`config.mk`:
```
export PLATFORM = sky130hd
export DESIGN_NAME = pnl_bram_ctrl
export DESIGN_NICKNAME = d
export VERILOG_FILES = /design/src/rtl/pnl_bram_pkg.sv /design/src/rtl/pnl_rd_delay.sv /design/src/rtl/pnl_bram_ctrl.sv
export SDC_FILE = /design/constraint.sdc
export NUM_CORES = 1
export LEC_CHECK = 0
export BUFFER_PORTS_ARGS = -buffer_cell sky130_fd_sc_hd__clkbuf_2
export CORE_MARGIN = 2
export CORE_UTILIZATION = 36
export CTS_CLUSTER_SIZE = 30
export DETAILED_ROUTE_END_ITERATION = 8
export PLACE_DENSITY = 0.6
export SLEW_MARGIN = 25
export SYNTH_ARGS = -nofsm -noshare
export SYNTH_HDL_FRONTEND = slang
export SYNTH_HIERARCHICAL = 1
export SYNTH_SLANG_ARGS = --single-unit
```
`constraint.sdc`:
```
create_clock -name Clk -period 5.7 [get_ports Clk]
set_input_delay 0.285 -clock Clk [delete_from_list [all_inputs] [get_ports Clk]]
set_output_delay 0.285 -clock Clk [all_outputs]
set_load 0.1 [all_outputs]
```
`src/rtl/pnl_bram_pkg.sv`:
```
// Shared constants and FSM state type for the PNL block-RAM controller.
package pnl_bram_pkg;

    localparam int unsigned PNL_ADDR_WIDTH = 13;
    localparam int unsigned PNL_DATA_WIDTH = 16;
    localparam int unsigned PNL_NUM_WORDS  = 8192;

    localparam logic MODE_LOAD   = 1'b0;
    localparam logic MODE_UNLOAD = 1'b1;

    typedef enum logic [2:0] {
        IDLE     = 3'd0,
        WAIT_REQ = 3'd1,
        WRITE    = 3'd2,
        RD_WAIT  = 3'd3,
        ACK      = 3'd4,
        DONE     = 3'd5
    } pnl_ctrl_state_t;

endpackage

```
`src/rtl/pnl_rd_delay.sv`:
```
// Counts RD_LAT cycles while run is high and strobes capture on the last one.
module pnl_rd_delay #(
    parameter int unsigned RD_LAT = 1
) (
    input  logic clk,
    input  logic rst_n,
    input  logic run,
    output logic capture
);

    localparam int unsigned CW = 2;

    logic [CW-1:0] cnt_q;
    logic [CW-1:0] cnt_d;

    assign capture = run && (cnt_q == CW'(RD_LAT - 1));

    // Counter restarts from zero on every entry into the read wait.
    always_comb begin
        cnt_d = cnt_q + 1'b1;
        if (!run || capture) begin
            cnt_d = '0;
        end
    end

    always_ff @(posedge clk) begin
        if (!rst_n) begin
            cnt_q <= '0;
        end else begin
            cnt_q <= cnt_d;
        end
    end

endmodule

```
`src/rtl/pnl_bram_ctrl.sv`:
```
// Host four-phase handshake to BRAM port A: loads or unloads N words from address 0.
module pnl_bram_ctrl
    import pnl_bram_pkg::*;
#(
    parameter int unsigned ADDR_WIDTH = PNL_ADDR_WIDTH,
    parameter int unsigned DATA_WIDTH = PNL_DATA_WIDTH,
    parameter int unsigned RD_LAT     = 1
) (
    input  logic                  Clk,
    input  logic                  RESET_N,
    input  logic                  start,
    input  logic                  mode,
    input  logic [ADDR_WIDTH:0]   num_words,
    input  logic                  req,
    output logic                  ack,
    input  logic [DATA_WIDTH-1:0] host_din,
    output logic [DATA_WIDTH-1:0] host_dout,
    output logic                  ready,
    output logic                  done,
    output logic                  err,
    output logic [ADDR_WIDTH-1:0] BRAM_PORTA_addr,
    output logic [DATA_WIDTH-1:0] BRAM_PORTA_dout,
    input  logic [DATA_WIDTH-1:0] BRAM_PORTA_din,
    output logic                  BRAM_PORTA_we
);

    localparam logic [ADDR_WIDTH:0] MAX_WORDS = {1'b1, {ADDR_WIDTH{1'b0}}};

    pnl_ctrl_state_t       state_q, state_d;
    logic                  mode_q, mode_d;
    logic [ADDR_WIDTH:0]   nwords_q, nwords_d;
    logic [ADDR_WIDTH:0]   cnt_q, cnt_d;
    logic [ADDR_WIDTH:0]   cnt_inc;
    logic [ADDR_WIDTH-1:0] addr_q, addr_d;
    logic [DATA_WIDTH-1:0] wdata_q, wdata_d;
    logic [DATA_WIDTH-1:0] rdata_q, rdata_d;
    logic                  we_q, we_d;
    logic                  ack_q, ack_d;
    logic                  done_q, done_d;
    logic                  err_q, err_d;
    logic                  ready_q, ready_d;
    logic                  len_ok;
    logic                  rd_run;
    logic                  rd_capture;

    assign len_ok  = (num_words != '0) && (num_words <= MAX_WORDS);
    assign cnt_inc = cnt_q + 1'b1;
    assign rd_run  = (state_q == RD_WAIT);

    pnl_rd_delay #(
        .RD_LAT (RD_LAT)
    ) u_rd_delay (
        .clk     (Clk),
        .rst_n   (RESET_N),
        .run     (rd_run),
        .capture (rd_capture)
    );

    always_comb begin
        state_d  = state_q;
        mode_d   = mode_q;
        nwords_d = nwords_q;
        cnt_d    = cnt_q;
        addr_d   = addr_q;
        wdata_d  = wdata_q;
        rdata_d  = rdata_q;
        we_d     = 1'b0;
        ack_d    = ack_q;
        done_d   = done_q;
        err_d    = err_q;

        case (state_q)
            IDLE: begin
                cnt_d  = '0;
                addr_d = '0;
                if (start) begin
                    if (len_ok) begin
                        mode_d   = mode;
                        nwords_d = num_words;
                        state_d  = WAIT_REQ;
                    end else begin
                        done_d  = 1'b1;
                        err_d   = 1'b1;
                        state_d = DONE;
                    end
                end
            end
            WAIT_REQ: begin
                if (req) begin
                    if (mode_q == MODE_LOAD) begin
                        wdata_d = host_din;
                        we_d    = 1'b1;
                        state_d = WRITE;
                    end else begin
                        state_d = RD_WAIT;
                    end
                end
            end
            WRITE: begin
                ack_d   = 1'b1;
                state_d = ACK;
            end
            RD_WAIT: begin
                if (rd_capture) begin
                    rdata_d = BRAM_PORTA_din;
                    ack_d   = 1'b1;
                    state_d = ACK;
                end
            end
            ACK: begin
                // Address only advances when another word follows, so it never wraps.
                if (!req) begin
                    ack_d = 1'b0;
                    cnt_d = cnt_inc;
                    if (cnt_inc == nwords_q) begin
                        done_d  = 1'b1;
                        state_d = DONE;
                    end else begin
                        addr_d  = addr_q + 1'b1;
                        state_d = WAIT_REQ;
                    end
                end
            end
            DONE: begin
                if (!start) begin
                    done_d  = 1'b0;
                    err_d   = 1'b0;
                    state_d = IDLE;
                end
            end
            default: begin
                state_d = IDLE;
            end
        endcase

        ready_d = (state_d == IDLE);
    end

    always_ff @(posedge Clk) begin
        if (!RESET_N) begin
            state_q  <= IDLE;
            mode_q   <= MODE_LOAD;
            nwords_q <= '0;
            cnt_q    <= '0;
            addr_q   <= '0;
            wdata_q  <= '0;
            rdata_q  <= '0;
            we_q     <= 1'b0;
            ack_q    <= 1'b0;
            done_q   <= 1'b0;
            err_q    <= 1'b0;
            ready_q  <= 1'b1;
        end else begin
            state_q  <= state_d;
            mode_q   <= mode_d;
            nwords_q <= nwords_d;
            cnt_q    <= cnt_d;
            addr_q   <= addr_d;
            wdata_q  <= wdata_d;
            rdata_q  <= rdata_d;
            we_q     <= we_d;
            ack_q    <= ack_d;
            done_q   <= done_d;
            err_q    <= err_d;
            ready_q  <= ready_d;
        end
    end

    assign ack             = ack_q;
    assign host_dout       = rdata_q;
    assign ready           = ready_q;
    assign done            = done_q;
    assign err             = err_q;
    assign BRAM_PORTA_addr = addr_q;
    assign BRAM_PORTA_dout = wdata_q;
    assign BRAM_PORTA_we   = we_q;

endmodule

```
; Word level (Yosys, flattened, before mapping)
; Cells that the tools add are included.
[classes]
bitwise_logic = 2
magnitude_cmp = 1
addsub = 3
mul = 0
reduce_logical = 22
n_eq_ne = 13
div_mod_pow = 0
shift = 0
muxes = 25
[op_table]
columns = operator, count
row1 = case mux 14 bit (2 select lines), 1
row2 = 2-to-1 mux 13 bit, 2
row3 = case mux 13 bit (2 select lines), 1
row4 = 2-to-1 mux 3 bit, 7
row5 = case mux 3 bit (6 select lines), 1
row6 = AND reduction 3 bit, 5
row7 = adder 14 x 1 -> 14 bit (second input constant), 1
row8 = == test 14 bit, 1
row9 = <= comparator 14 bit (second input constant), 1
row10 = 2-to-1 mux 14 bit, 1
row11 = inequality test 2 bit (second input constant), 7
row12 = nonzero test 14 bit, 1
row13 = adder 13 x 1 -> 13 bit (second input constant), 1
row14 = 2-to-1 mux 1 bit, 9
row15 = == test 3 x 2 -> 1 bit (second input constant), 2
row16 = == test 3 bit (second input constant), 2
row17 = logical NOT 3 bit, 2
row18 = case mux 1 bit (3 select lines), 2
row19 = AND reduction 6 bit, 1
row20 = nonzero test 3 bit, 2
row21 = AND reduction 2 bit, 2
row22 = AND reduction 4 bit, 1
row23 = nonzero test 2 bit, 2
row24 = == test 3 x 1 -> 1 bit (second input constant), 1
row25 = 8 further kinds, 10
[word_totals]
latchBits = 0
in_bits = 51
register_bits = 84
mem_bits_rw = 0
rom_bits = 0
mem_count = 0

; Depth between registers and ports, before layout
; Gate-level depths: netlist of run 1.
[logic_depth]
word_depth = 6
depth_mapped = 11
ltp_nobuf = 8

; By module
; Netlist of run 1, hierarchy kept.
[by_module_without_submodules]
columns = mod, instances, cells_each, area_each_um2
row1 = pnl_bram_ctrl, 1, 506, 3993.8
row2 = pnl_rd_delay, 1, 8, 91.3

; Worst setup path after synthesis of run 1
; OpenSTA, ideal clock, no wires.
[synth_path]
kind = reg-to-reg
from = reg addr_q[0], in the netlist BRAM_PORTA_addr[0]
to = reg addr_q[10], in the netlist BRAM_PORTA_addr[10]
arrival_ns = 2.405
t_required_ns = 5.638
slack_ns = 3.233
period_less_slack_ns = 2.467
setup_time_ns = 0.062
n_path_buf = 0
stages_incl_launch_ff = 8
cell_sequence = dfxtp_1 > ha_1 > and3_1 > and3_1 > and3_1 > nand4_1 > or4_1 > nand2_1
[synth_via]
elab_chain_len = 4
[synth_rtl]
columns = item, line
row1 = start: declaration, pnl_bram_ctrl.sv:34  ; logic [ADDR_WIDTH-1:0] addr_q, addr_d;
row2 = start signal: assignment, pnl_bram_ctrl.sv:158  ; addr_q <= addr_d;
row3 = adder 13 x 1 -> 13 bit, pnl_bram_ctrl.sv:119  ; addr_d = addr_q + 1'b1;
row4 = 2-to-1 mux 13 bit, pnl_bram_ctrl.sv:115  ; if (cnt_inc == nwords_q) begin
row5 = 2-to-1 mux 13 bit, pnl_bram_ctrl.sv:112  ; if (!req) begin
row6 = case mux 13 bit (2 select lines), pnl_bram_ctrl.sv:72  ; case (state_q)
; Every way passes these cells. The select of a mux whose other input is x is not followed.
; A chain may end at the register's enable or synchronous reset.

==> key figures, run 1 <==
Run status
  • Result of the run: finished, final reports clean

GRT
  • Overall overflow remaining after global route: 0
  • Total Routing Usage GR: 0.172
  • Antenna violations before repair: 0
  • Number of global-route vias before repair: 3,663
  • Pin count of the biggest net entering global routing: 60
  • Wire length of the first global-routing pass: 17.6 mm

Critical path
  • Critical Path Max Stage Delay: 460 ps
  • Register-to-Register Setup Slack: 2990 ps
  • CP max stage cell: dfxtp_1
  • Worst r2r dst: BRAM_PORTA_addr[5]
  • WS Path Type: flip-flop to flip-flop
  • Critical path peak fanout: 8
  • Cell breakdown of the critical path: ha_1, xor2_1, a2111oi_2, o221ai_1, nor4_2, nand4_2, a41o_1, nor3_1
  • CP startpoint: cnt_q[0]
  • Arr. time, crit path: 2960 ps
  • Worst Reg-to-Reg Cells: 8
  • Required time of the critical path: 5950 ps
  • CP Capture Type: flip-flop
  • Startpoint type of the worst setup path: flip-flop
  • Worst r2r src: cnt_q[0]

Clock network
  • Worst-Skew Late Latency: 340 ps
  • Depth of the CTS H-tree: 3
  • CTS Root Buffer Type: clkbuf_16
  • Count of instances resized after the clock tree is built: 0
  • Hold bufs inserted after CTS: 0
  • Clock buffers created by TritonCTS: 9
  • Sink Count: 84
  • CTS tree: yes
  • Post-CTS clock slew at the launch and capture registers of the worst setup and hold paths: 60 ps
  • Buffer depth of the longest clock path: 2
  • Setup fix buffers added after clock tree synthesis: 0

Detailed routing
  • Mean routed wirelength per cell: 14.2 um
  • Number of DRC markers in iteration 0: 231
  • Count of unresolved DRC violations after routing: 0
  • Total detailed-routing wirelength: 10.6 mm
  • DRT Pass-1 Iters: 5
  • Number of vias per cell after detailed routing: 5.26
  • Count of vias placed by the detailed router: 3,900
  • Number of nets with antenna violations after routing: 0

Timing
  • Final setup margin: 2990 ps
  • Final setup viols: 0
  • Clock period minus final worst setup slack: 2710 ps
  • Unrepaired setup endpoints after global routing: false
  • Final Hold Violating Endpoints: 0
  • Largest clock skew in the final design: 5.94 ps
  • Final worst path period share: 0.475
  • Slew Limit Fails: 0
  • Fin Setup TNS: 0 ps
  • Transition at the pin with the smallest max-transition slack: 856 ps
  • Fmax: 370 MHz
  • Worst relative slew slack: 0.429

Cells and area
  • Synth-to-Final Area Change: 21.5%
  • Number of nets in the layout: 651
  • Most frequent cells in the layout: 100 x nand2_1, 100 x clkbuf_2, 84 x dfxtp_1
  • Diode count: 0
  • Fraction of final layout cells sized beyond drive strength 1: 0.216

Worst hold path
  • Number of instances on the worst hold path: 3
  • Worst min-delay path endpoint: BRAM_PORTA_dout[15]
  • HP Class: input port to flip-flop
  • Hold path startpoint: host_din[15]

Yosys
  • Syn Std Cell Area: 4090 sq um
  • Share of synthesized cell area in and, or, nand and nor gates: 0.296
  • Synth cell types: 62
  • Post-synthesis mux area share: 0.0417
  • Fraction of the yosys area taken by sequential cells: 0.412
  • Average cell area after synthesis: 7.95 sq um
  • Compound-Gate Fraction of Synth Area: 0.165
  • Adder-cell share of the synthesized area: 0.00919
  • Primary flip-flop cell chosen by synthesis mapping: dfxtp_1
  • Flops & latches, synth: 84
  • Async SR Flop Fraction: 0
  • Ys Warns: 6
  • Gate Count Post-Synth: 514
  • Post-synth net total: 568
  • Main combinational cell family by area after synthesis: simple AND/OR/NAND/NOR gates
  • Number of enable flip-flop cells after synthesis: 0
  • Post-Synth XOR/XNOR Area: 0.0343

Floorplanning
  • FP Rows: 38
  • Horiz. Die Dim: 111 um
  • Starting density of the core: 0.374
  • # IOs: 101
  • Floorplan die height: 111 um
  • Core Region: 10,900 sq um
  • Full die area: 12,200 sq um

Place
  • Count of input and output buffers: 100
  • Worst slack at placement: 3060 ps
  • Detailed placer's ending HPWL: 7.56 mm
  • Final RePlAce weighted congestion: 0.872

Pwr
  • Total leakage power: 0.00212 uW
  • Maximum VDD drop: 0.181 mV
  • Power per cell area: 296 nW/um^2

Run
  • Number of violations of the max-capacitance limit: 0
-- cells by family (layout without fill, tap and decap cells) --
kind of cell	Yosys count	in the layout
simple gates	242	242
compound gates	114	114
flops	84	84
buf+inv	38	126
mux	17	17
xor+xnor	16	16
fa+ha+maj	3	3
-- synthesized netlist by cell type (all sizes together), types with 3 or more instances --
cell	count	share of area
mux2i	17	0.042
a21oi	57	0.070
nand2b	6	0.0092
clkbuf	20	0.018
xnor2	10	0.021
a211oi	3	0.0055
o21a	3	0.0055
buf	11	0.017
o21ai	22	0.027
and2	3	0.0049
nor2	53	0.049
or4	7	0.013
xor2	6	0.013
o211ai	8	0.015
ha	3	0.0092
nand3	13	0.016
or3	5	0.0077
inv	6	0.0055
a31oi	4	0.0061
and3	11	0.017
dfxtp	84	0.41
nor4	10	0.022
nand4	9	0.021
and4	3	0.0070
nor3	10	0.013
a22oi	3	0.0055
nand2	100	0.092
-- worst max-delay path, delay by kind of cell, from the launching register on --
kind	cells	cell delay (ps)
compound gates	3	820
xor+xnor	1	160
fa+ha+maj	1	300
flops	1	460
simple gates	3	890
-- layer usage --
metal | track usage | vias to the layer above | wire [um]
li1 | - | 1972 | -
met1 | 0.230 | 1820 | 5000
met2 | 0.264 | 96 | 4750
met3 | 0.0527 | 12 | 640
met4 | 0.0617 | 0 | 156
met5 | 0 | - | 0
-- area by class of cell --
class                           count  area [sq um]
Timing Repair Buffer              103           523
Fill cell                        1104          5970
Multi-Input combinational cell    392          2240
Inverter                            7          26.3
Tap cell                          140           175
Sequential cell                    84          1680
Clock buffer                       13           250
Clock inverter                      3          68.8
-- state kept, by name, indices dropped and copies added, names as in the netlist --
name,cells
BRAM_PORTA_dout,16
host_dout,16
cnt_q,14
nwords_q,14
BRAM_PORTA_addr,13
state_q,3
u_rd_delay/cnt_q,2
BRAM_PORTA_we,1
ack,1
done,1
err,1
mode_q,1
ready,1
-- power breakdown --
part	total, uW	internal, uW	switching [uW]
logic	216	60.7	155
registers	624	605	19.4
clock network	629	398	231
total	1470	1060	406
-- stage by stage --
stage | utilization | total power [uW] | area [sq um] | hold WS, ps | instances
after detailed placement | 0.425 | 854 | 4640 | 445 | 726
final | 0.454 | 1470 | 4960 | 164 | 742
after global routing | 0.454 | 1530 | 4960 | 162 | 742
after global placement | 0.425 | 850 | 4640 | 442 | 726
after floorplan | - | 796 | 4090 | 421 | 514
after CTS | 0.454 | 1490 | 4960 | 151 | 742
-- worst max-delay path by stage --
stage,endpoint,slack (ps),cells past startpoint
2_1_floorplan,BRAM_PORTA_addr[10],3230,7
4_1_cts,BRAM_PORTA_addr[5],3040,8
3_5_place_dp,BRAM_PORTA_addr[5],3060,8
5_1_grt,done,2650,6
6_report,BRAM_PORTA_addr[5],2990,8
3_3_place_gp,BRAM_PORTA_addr[5],3130,8
Power figures use the tool's default switching activity.
==> run 2: changes to the inputs <==
clock period = 2.8 ns   (was 5.7 ns; I/O delays follow)
==> run 2 against run 1 <==
Compared with the run above: register-to-register slack got worse by 2800 ps; flip-flop and latch count did not move; via count rose by 1.4%; cell count rose by 1.8%; utilization rose by 0.70 points; combinational power rose by 120%; hold slack got worse by 150 ps; wire length rose by 0.30%; sequential share of layout area fell by 0.51 points; critical path type unchanged; first-iteration DRC count rose by 24%.
==> key figures, run 2 (synthesized netlist as in run 1, its figures left out) <==
Run status
  • Result of the run: finished, final reports clean

Timing
  • Fin Setup TNS: 0 ps
  • Unrepaired setup endpoints after global routing: false
  • Transition at the pin with the smallest max-transition slack: 640 ps
  • Clock period minus final worst setup slack: 2560 ps
  • Worst relative slew slack: 0.572
  • Minimum hold slack: 15.5 ps
  • Final setup viols: 0
  • Final worst path period share: 0.913
  • Slew Limit Fails: 0
  • Fmax: 391 MHz
  • Final Hold Violating Endpoints: 0
  • Largest clock skew in the final design: 7.44 ps

Floorplanning
  • FP Rows: 38
  • # IOs: 101
  • Horiz. Die Dim: 111 um
  • Starting density of the core: 0.374
  • Core Region: 10,900 sq um
  • Full die area: 12,200 sq um
  • Floorplan die height: 111 um

Critical path
  • CP Capture Type: flip-flop
  • Critical path peak fanout: 5
  • Startpoint type of the worst setup path: flip-flop
  • Arr. time, crit path: 2790 ps
  • WS Path Type: flip-flop to flip-flop
  • Required time of the critical path: 3030 ps
  • Worst Reg-to-Reg Cells: 9

GRT
  • Global-route track usage on met1: 0.235
  • Number of global-route vias before repair: 3,544
  • Total Routing Usage GR: 0.172
  • Global-route track usage on met2: 0.265
  • Peak-usage layer in the global routing report: met2
  • Wire length of the first global-routing pass: 17.4 mm
  • Overall overflow remaining after global route: 0
  • Global-route track usage on met3: 0.0510
  • Antenna violations before repair: 0
  • Pin count of the biggest net entering global routing: 36

Worst hold path
  • HP Class: input port to flip-flop
  • Number of instances on the worst hold path: 3

Clock network
  • CTS Root Buffer Type: clkbuf_16
  • Post-CTS clock slew at the launch and capture registers of the worst setup and hold paths: 60 ps
  • Worst-Skew Late Latency: 340 ps
  • Depth of the CTS H-tree: 3
  • CTS tree: yes
  • Buffer depth of the longest clock path: 2
  • Sink Count: 84
  • Clock buffers created by TritonCTS: 9

Detailed routing
  • Total detailed-routing wirelength: 10.6 mm
  • Count of unresolved DRC violations after routing: 0
  • Count of vias placed by the detailed router: 3,953
  • Mean routed wirelength per cell: 14.0 um
  • Number of DRC markers in iteration 0: 287
  • DRT Pass-1 Iters: 5
  • Number of nets with antenna violations after routing: 0
  • Number of vias per cell after detailed routing: 5.24

Cells and area
  • Filler cells: 1,142
  • Diode count: 0
  • Fraction of final layout cells sized beyond drive strength 1: 0.234
  • Number of nets in the layout: 664
  • Most frequent cells in the layout: 100 x nand2_1, 100 x clkbuf_2, 84 x dfxtp_1
  • Synth-to-Final Area Change: 23.4%
  • Design area: 5040 sq um

Pwr
  • Total leakage power: 0.00217 uW
  • Power per cell area: 579 nW/um^2
  • Maximum VDD drop: 0.356 mV

Place
  • Detailed placer's ending HPWL: 7.65 mm
  • Final RePlAce weighted congestion: 0.818
  • Count of input and output buffers: 100
  • Area after DPL: 4700 sq um

Run
  • Number of violations of the max-capacitance limit: 0
[run 2: final cells by class]
type	instances	area [sq um]	area share
inverters	7	26.3	0.00521
repair buffers	116	626	0.124
multi-input cells	392	2240	0.444
well taps	140	175	0.0348
clock buffers	9	225	0.0447
flip-flops and latches	84	1680	0.334
clock inverters	7	66.3	0.0132
[run 2: critical path: stages, from the launching register on]
cell	delay, ps
dfxtp_1	400
ha_1	280
xor2_1	160
a2111oi_2	330
o221ai_1	200
nor4_2	380
nand4_2	240
buf_4	200
nor3b_1	190
nor3_1	70
[run 2: worst paths after layout]
| check | start | endpoint | slack (ps) |
|---|---|---|---|
| hold / removal | BRAM_PORTA_din[11] | host_dout[11] | 20 |
| hold reg to reg | BRAM_PORTA_dout[15] | BRAM_PORTA_dout[15] | 450 |
| setup / recovery | cnt_q[1] | BRAM_PORTA_addr[5] | 240 |
| setup reg to reg | cnt_q[1] | BRAM_PORTA_addr[5] | 240 |
[run 2: metal layers]
layer	wire (um)	vias to the layer above	share of wire
met5	0	-	0
met4	124	0	0.012
met1	5000	1807	0.47
met3	755	10	0.071
li1	-	2010	-
met2	4700	126	0.44
[run 2: power breakdown]
group	internal [uW]	total (uW)	switching, uW
logic	138	471	333
registers	1230	1260	31.7
clock network	688	1180	495
[run 2: stage by stage]
stage	total power [uW]	setup WS, ps	cells	util
final	2920	244	755	0.461
after global routing	3040	40.4	755	0.461
after CTS	2940	151	752	0.459
after detailed placement	1750	210	734	0.430
after global placement	1740	282	734	0.430
after floorplan	1620	333	514	-
[run 2: what timing repair did]
action,CTS,global route
gates resized for setup,0,1
hold buffers,2,0
endpoints found under the hold margin,2,0
setup endpoints to repair,0,2
setup buffers,0,3
